[src/rtl/key_cmd_scheduler.sv]
// PS/2 keyboard decoder that turns ship keys into per-frame movement commands and rate-limited shots.
// Define FIRE_AUTOREPEAT_EN to keep firing once per cooldown period while fire is held.
module key_cmd_scheduler #(
    parameter int FIRE_COOLDOWN = 8
) (
    input  logic       clk,
    input  logic       resetn,
    input  logic [7:0] scan_code,
    input  logic       scan_valid,
    input  logic       frame_tick,
    input  logic       cmd_ack,
    output logic       cmd_valid,
    output logic [3:0] ship_control,
    output logic       fire_req,
    output logic [5:0] key_state,
    output logic       overrun
);

    typedef enum logic [1:0] {IDLE, BRK, EXT, EXT_BRK} dec_state_t;

    localparam logic [3:0] COOL_LOAD = 4'(FIRE_COOLDOWN);
    localparam logic [2:0] CODE_STOP = 3'd5;

    dec_state_t state, state_n;
    logic       make, brk, ext_sel;
    logic [5:0] key_hot, key_state_n;
    logic [2:0] last_key, last_key_n, cmd_val;
    logic [3:0] cooldown, cooldown_n, cd_dec;
    logic       fire_arm, fire_arm_n, arm_eff, shoot;

    // Key bitmap order: {fire, stop, up, down, right, left}
    function automatic logic [5:0] decode_key(input logic [7:0] code, input logic ext);
        logic [5:0] hot;
        hot = 6'b0;
        if (ext) begin
            case (code)
                8'h6B: hot = 6'b000001;
                8'h74: hot = 6'b000010;
                8'h72: hot = 6'b000100;
                8'h75: hot = 6'b001000;
                default: hot = 6'b0;
            endcase
        end else begin
            case (code)
                8'h1C: hot = 6'b000001;
                8'h23: hot = 6'b000010;
                8'h1B: hot = 6'b000100;
                8'h1D: hot = 6'b001000;
                8'h29: hot = 6'b010000;
                8'h5A: hot = 6'b100000;
                default: hot = 6'b0;
            endcase
        end
        return hot;
    endfunction

    // One-hot movement bit to command code (left=1 .. stop=5), 0 = none
    function automatic logic [2:0] encode_mv(input logic [4:0] mv);
        logic [2:0] c;
        c = 3'd0;
        for (int i = 0; i < 5; i++)
            if (mv[i]) c = 3'(i + 1);
        return c;
    endfunction

    function automatic logic [2:0] prio_mv(input logic [4:0] held);
        logic [2:0] c;
        if (held[3])      c = 3'd4;
        else if (held[2]) c = 3'd3;
        else if (held[0]) c = 3'd1;
        else if (held[1]) c = 3'd2;
        else if (held[4]) c = 3'd5;
        else              c = 3'd0;
        return c;
    endfunction

    always_comb begin
        state_n = state;
        make    = 1'b0;
        brk     = 1'b0;
        ext_sel = 1'b0;
        if (scan_valid) begin
            case (state)
                IDLE: begin
                    if (scan_code == 8'hF0)      state_n = BRK;
                    else if (scan_code == 8'hE0) state_n = EXT;
                    else                         make = 1'b1;
                end
                BRK: begin
                    brk     = 1'b1;
                    state_n = IDLE;
                end
                EXT: begin
                    if (scan_code == 8'hF0) begin
                        state_n = EXT_BRK;
                    end else begin
                        make    = 1'b1;
                        ext_sel = 1'b1;
                        state_n = IDLE;
                    end
                end
                EXT_BRK: begin
                    brk     = 1'b1;
                    ext_sel = 1'b1;
                    state_n = IDLE;
                end
                default: state_n = IDLE;
            endcase
        end
    end

    always_comb begin
        key_hot     = decode_key(scan_code, ext_sel);
        key_state_n = key_state;
        if (make) key_state_n = key_state | key_hot;
        if (brk)  key_state_n = key_state & ~key_hot;

        // Typematic repeats of an already-held key must not steal direction
        last_key_n = last_key;
        if (make && |(key_hot[4:0] & ~key_state[4:0]))
            last_key_n = encode_mv(key_hot[4:0]);
        else if (brk && |key_hot[4:0] && encode_mv(key_hot[4:0]) == last_key)
            last_key_n = prio_mv(key_state[4:0] & ~key_hot[4:0]);

        cmd_val = (last_key == 3'd0) ? CODE_STOP : last_key;

        // Shot is judged against the post-decrement count so shots land FIRE_COOLDOWN ticks apart
        cd_dec = (cooldown == 4'd0) ? 4'd0 : cooldown - 4'd1;
`ifdef FIRE_AUTOREPEAT_EN
        arm_eff = fire_arm | key_state[5];
`else
        arm_eff = fire_arm;
`endif
        shoot = frame_tick & arm_eff & (cd_dec == 4'd0);

        cooldown_n = cooldown;
        if (frame_tick) cooldown_n = shoot ? COOL_LOAD : cd_dec;

        fire_arm_n = fire_arm;
        if (shoot) fire_arm_n = 1'b0;
        if (make && key_hot[5] && !key_state[5]) fire_arm_n = 1'b1;
        if (brk && key_hot[5]) fire_arm_n = 1'b0;
    end

    always_ff @(posedge clk or negedge resetn) begin
        if (!resetn) begin
            state        <= IDLE;
            key_state    <= 6'b0;
            last_key     <= 3'd0;
            cmd_valid    <= 1'b0;
            ship_control <= 4'd5;
            fire_req     <= 1'b0;
            overrun      <= 1'b0;
            cooldown     <= 4'd0;
            fire_arm     <= 1'b0;
        end else begin
            state     <= state_n;
            key_state <= key_state_n;
            last_key  <= last_key_n;
            cooldown  <= cooldown_n;
            fire_arm  <= fire_arm_n;
            fire_req  <= shoot;
            overrun   <= frame_tick & cmd_valid & ~cmd_ack;
            if (frame_tick) begin
                ship_control <= {1'b0, cmd_val};
                cmd_valid    <= 1'b1;
            end else if (cmd_ack && cmd_valid) begin
                cmd_valid <= 1'b0;
            end
        end
    end

endmodule

[config.mk]
export PLATFORM = sky130hd
export DESIGN_NAME = key_cmd_scheduler
export DESIGN_NICKNAME = d
export VERILOG_FILES = /design/src/rtl/key_cmd_scheduler.sv
export SDC_FILE = /design/constraint.sdc
export NUM_CORES = 1
export LEC_CHECK = 0
export ABC_AREA = 0
export BUFFER_PORTS_ARGS = -buffer_cell sky130_fd_sc_hd__buf_2
export CORE_ASPECT_RATIO = 1.75
export CORE_MARGIN = 5
export CORE_UTILIZATION = 49
export DETAILED_ROUTE_END_ITERATION = 12
export PLACE_DENSITY_LB_ADDON = 0.08
export RECOVER_POWER = 50
export SLEW_MARGIN = 20
export SYNTH_ARGS = -nofsm -noshare
export SYNTH_HDL_FRONTEND = slang
export SYNTH_SLANG_ARGS = --single-unit
[constraint.sdc]
create_clock -name clk -period 2.1 [get_ports clk]
set_input_delay 0.42 -clock clk [delete_from_list [all_inputs] [get_ports clk]]
set_output_delay 0.42 -clock clk [all_outputs]
set_load 0.01 [all_outputs]
==> out/qor.csv <==
stage,metric,value,unit
routing,drt initial violations,24,
setup_path,CP max-delay cell,dfrtp_1,
synth,"area leader, netlist",dfrtp_1,
routing,drt total wl,3820,um
power,LEAKAGE,0.872,nW
clock_tree,# clock sinks,22,
routing,vias,1417,
sta,Finish-stage setup viols,3,
synth,Syn Inst Count,158,
synth,number of distinct library cells after synthesis,47,
power,pwr/cell area,689,mW/mm2
setup_path,"Cell Chain, Critical Path",a211o_4 > o22a_1 > or3_4 > and2_4 > or3_1 > a31oi_1,
clock_tree,"Clk Latency, worst-skew pair",260,ps
layout,n_diodes,0,
sta,Final Cycle Share,107,%
placement,post-DP HPWL,2970,um
synth,Synth top area share,36.8,%
synth,sequential area share after synthesis,40.6,%
sta,Slew HR,22.1,%
setup_path,CP Launch Type,register,
global_routing,vias in the first global route,1528,
synth,asr flop ratio synth,100,%
clock_tree,clock transition at the registers of the reported paths,80,ps
sta,worst-margin pin slew,1170,ps
routing,drt first pass iters,4,
setup_path,crit-path max cell delay,430,ps
run,maxcap violations,0,
hold_path,class of the worst hold path,in2reg,
sta,Clock Skews,4.23,ps
hold_path,Hold Path Origin,cmd_ack,
clock_tree,clock buffer depth,2,
synth,Synth Register Bits,22,
setup_path,Crit Reg-Reg Endpoint,last_key[0]$_DFFE_PN0P_,
floorplanning,die area,0.00397,mm2
floorplanning,chip height,79.7,um
hold_path,hold depth,2,
setup_path,crit path kind,reg2reg,
floorplanning,die width,49.8,um
synth,"EDFF count, synth",0,
floorplanning,total core area,0.00269,mm2
layout,layout cell share with drive strength beyond 1,34.6,%
status,status,finished with violations,
synth,syn_area_per_cell,8.62,um2
sta,RSZ-0062 raised after global routing,yes,
clock_tree,CTS root buffer,clkbuf_8,
routing,drt wl/cell,16.1,um
clock_tree,CTS Buf Count,3,
setup_path,Reg2Reg Depth,6,
global_routing,largest net degree at the start of global routing,23,
synth,Yosys warnings,0,
routing,DR DRC count,0,
placement,Placement Setup Slack,-260,ps
setup_path,R2R Path Start,state[1]$_DFFE_PN0P_,
sta,Achievable Freq,447,MHz
floorplanning,row cnt,25,
layout,nets@finish,225,
sta,post-layout min period,2240,ps
floorplanning,IO Pins,26,
synth,area of the mapped netlist,0.00136,mm2
sta,setup TNS,-334,ps
clock_tree,htree depth,1,
hold_path,hold path endpoint,overrun$_DFF_PN0_,
synth,main area contributors after synthesis,"dfrtp_1 (37%), nor2_1 (5.5%), dfstp_2 (3.9%)",
setup_path,Critical Path End Type,register,
global_routing,grt ovf,0,
layout,Layout area overhead,35.3,%
synth,Post-synth top cells,"dfrtp_1 (20), nor2_1 (20), nand2_1 (13)",
sta,Final WS setup,-139,ps
setup_path,CP required,2290,ps
setup_path,worst reg2reg setup slack,-140,ps
status,violated checks,negative setup slack,
placement,GPL Wtd Cong,0.805,
setup_path,CP arrival,2430,ps
power,worst vdd ir,0.000418,V
synth,Synth Flop Type,dfrtp_1,
layout,Post-Route Utilization,68.5,%
sta,final slew viol count,0,
setup_path,crit path max fanout,7,
global_routing,first-pass GRT wire length,6560,um
routing,Via density,5.95,
global_routing,GRT Overall Usage,21.1,%
sta,Final Hold Fails,0,
global_routing,initial antenna violation count,0,
clock_tree,CTS tree,yes,
synth,syn_nets,171,
routing,DRT antenna net count,0,
floorplanning,starting density of the core,50.6,%
placement,Port Buffers,24,
-- cell families (layout without fill, tap and decap cells) --
group                     after synthesis  after routing  share of synthesized area, %
DFF                                    22             22                          40.6
other                                   1              1                         0.275
muxes                                   1              1                         0.827
xor gates and xnor gates                1              1                         0.643
buffers and inverters                  14             67                          4.23
and+or+nand+nor                        81             81                          32.8
AOI/OAI and AO/OA                      38             38                          20.6
-- critical path, delay by kind of cell, from the launching register on --
| kind | cells | cell delay (ps) |
|---|---|---|
| flops | 1 | 430 |
| compound gates | 3 | 850 |
| simple gates | 3 | 890 |
-- worst max-delay path by stage --
stage | start | endpoint | slack, ps | cells after the start
2_1_floorplan | state[1]$_DFFE_PN0P_ | last_key[0]$_DFFE_PN0P_ | 10 | 6
3_3_place_gp | scan_valid | last_key[2]$_DFFE_PN0P_ | -160 | 9
3_5_place_dp | scan_code[5] | last_key[1]$_DFFE_PN0P_ | -260 | 8
4_1_cts | state[1]$_DFFE_PN0P_ | last_key[1]$_DFFE_PN0P_ | -80 | 6
5_1_grt | state[1]$_DFFE_PN0P_ | last_key[1]$_DFFE_PN0P_ | -200 | 7
6_report | state[1]$_DFFE_PN0P_ | last_key[0]$_DFFE_PN0P_ | -140 | 6
-- layer usage --
layer | vias up | wire length [um] | track usage, %
met1 | 657 | 1350 | 20.7
li1 | 686 | - | -
met2 | 54 | 2140 | 39.4
met3 | 20 | 158 | 2.62
met4 | 0 | 172 | 13.9
met5 | - | 0 | 0
-- per-stage QoR --
stage / area [um2] / hold WS (ps) / total power, mW / cells
3_3_place_gp: 1730 / 399 / 0.857 / 231
6_report: 1840 / 306 / 1.27 / 238
3_5_place_dp: 1730 / 412 / 0.875 / 231
4_1_cts: 1830 / 121 / 1.28 / 237
5_1_grt: 1840 / 305 / 1.35 / 238
2_1_floorplan: 1400 / 124 / 0.748 / 158
-- repair_timing --
| item | 4_1_cts | 5_1_grt |
|---|---|---|
| hold endpoints to repair | 0 | 0 |
| gates resized for setup | 4 | 1 |
| hold buffers | 0 | 0 |
| buffers inserted | 2 | 1 |
| cloned | 0 | 0 |
| endpoints found under the setup margin | 3 | 3 |
| pin swaps | 7 | 5 |
-- placed cells by master, fill, tap and decap left out, types with 2 or more instances in the layout --
| master | Yosys | routed |
|---|---|---|
| dfstp_2 | 2 | 2 |
| and4b_1 | 2 | 2 |
| dfrtp_1 | 20 | 20 |
| nand4bb_1 | 2 | 2 |
| buf_4 | 1 | 30 |
| nor2b_1 | 6 | 6 |
| nor2_1 | 20 | 18 |
| a21o_1 | 2 | 2 |
| o31ai_1 | 2 | 2 |
| clkbuf_8 | 0 | 3 |
| o21ai_0 | 3 | 3 |
| nor2_2 | 0 | 2 |
| nor3b_1 | 2 | 2 |
| a31oi_1 | 5 | 5 |
| nand4b_1 | 2 | 2 |
| or3_4 | 0 | 2 |
| or3_1 | 4 | 2 |
| nor3_1 | 8 | 8 |
| nand4_1 | 2 | 2 |
| clkbuf_1 | 3 | 2 |
| nand2b_1 | 5 | 5 |
| a21oi_1 | 8 | 8 |
| o221ai_1 | 2 | 2 |
| nand3_1 | 6 | 6 |
| a22oi_1 | 2 | 2 |
| buf_2 | 1 | 22 |
| o22ai_2 | 1 | 2 |
| o22a_1 | 3 | 3 |
| nand2_1 | 13 | 13 |
| inv_1 | 9 | 9 |
-- power breakdown --
group | switching (mW) | internal [mW] | total [mW]
Combinational | 0.153 | 0.141 | 0.295
Clock | 0.142 | 0.255 | 0.397
Sequential | 0.0743 | 0.504 | 0.579
Total | 0.370 | 0.900 | 1.27
-- cell type report --
type | instances | area [um2]
clock buffer | 3 | 41.3
clock inverter | 1 | 30.0
fill | 237 | 848
inverter | 9 | 33.8
multi-input combinational | 122 | 807
sequential | 22 | 553
tap | 27 | 33.8
timing repair buffer | 54 | 343
Note: power is estimated with default switching activity, not from simulation.
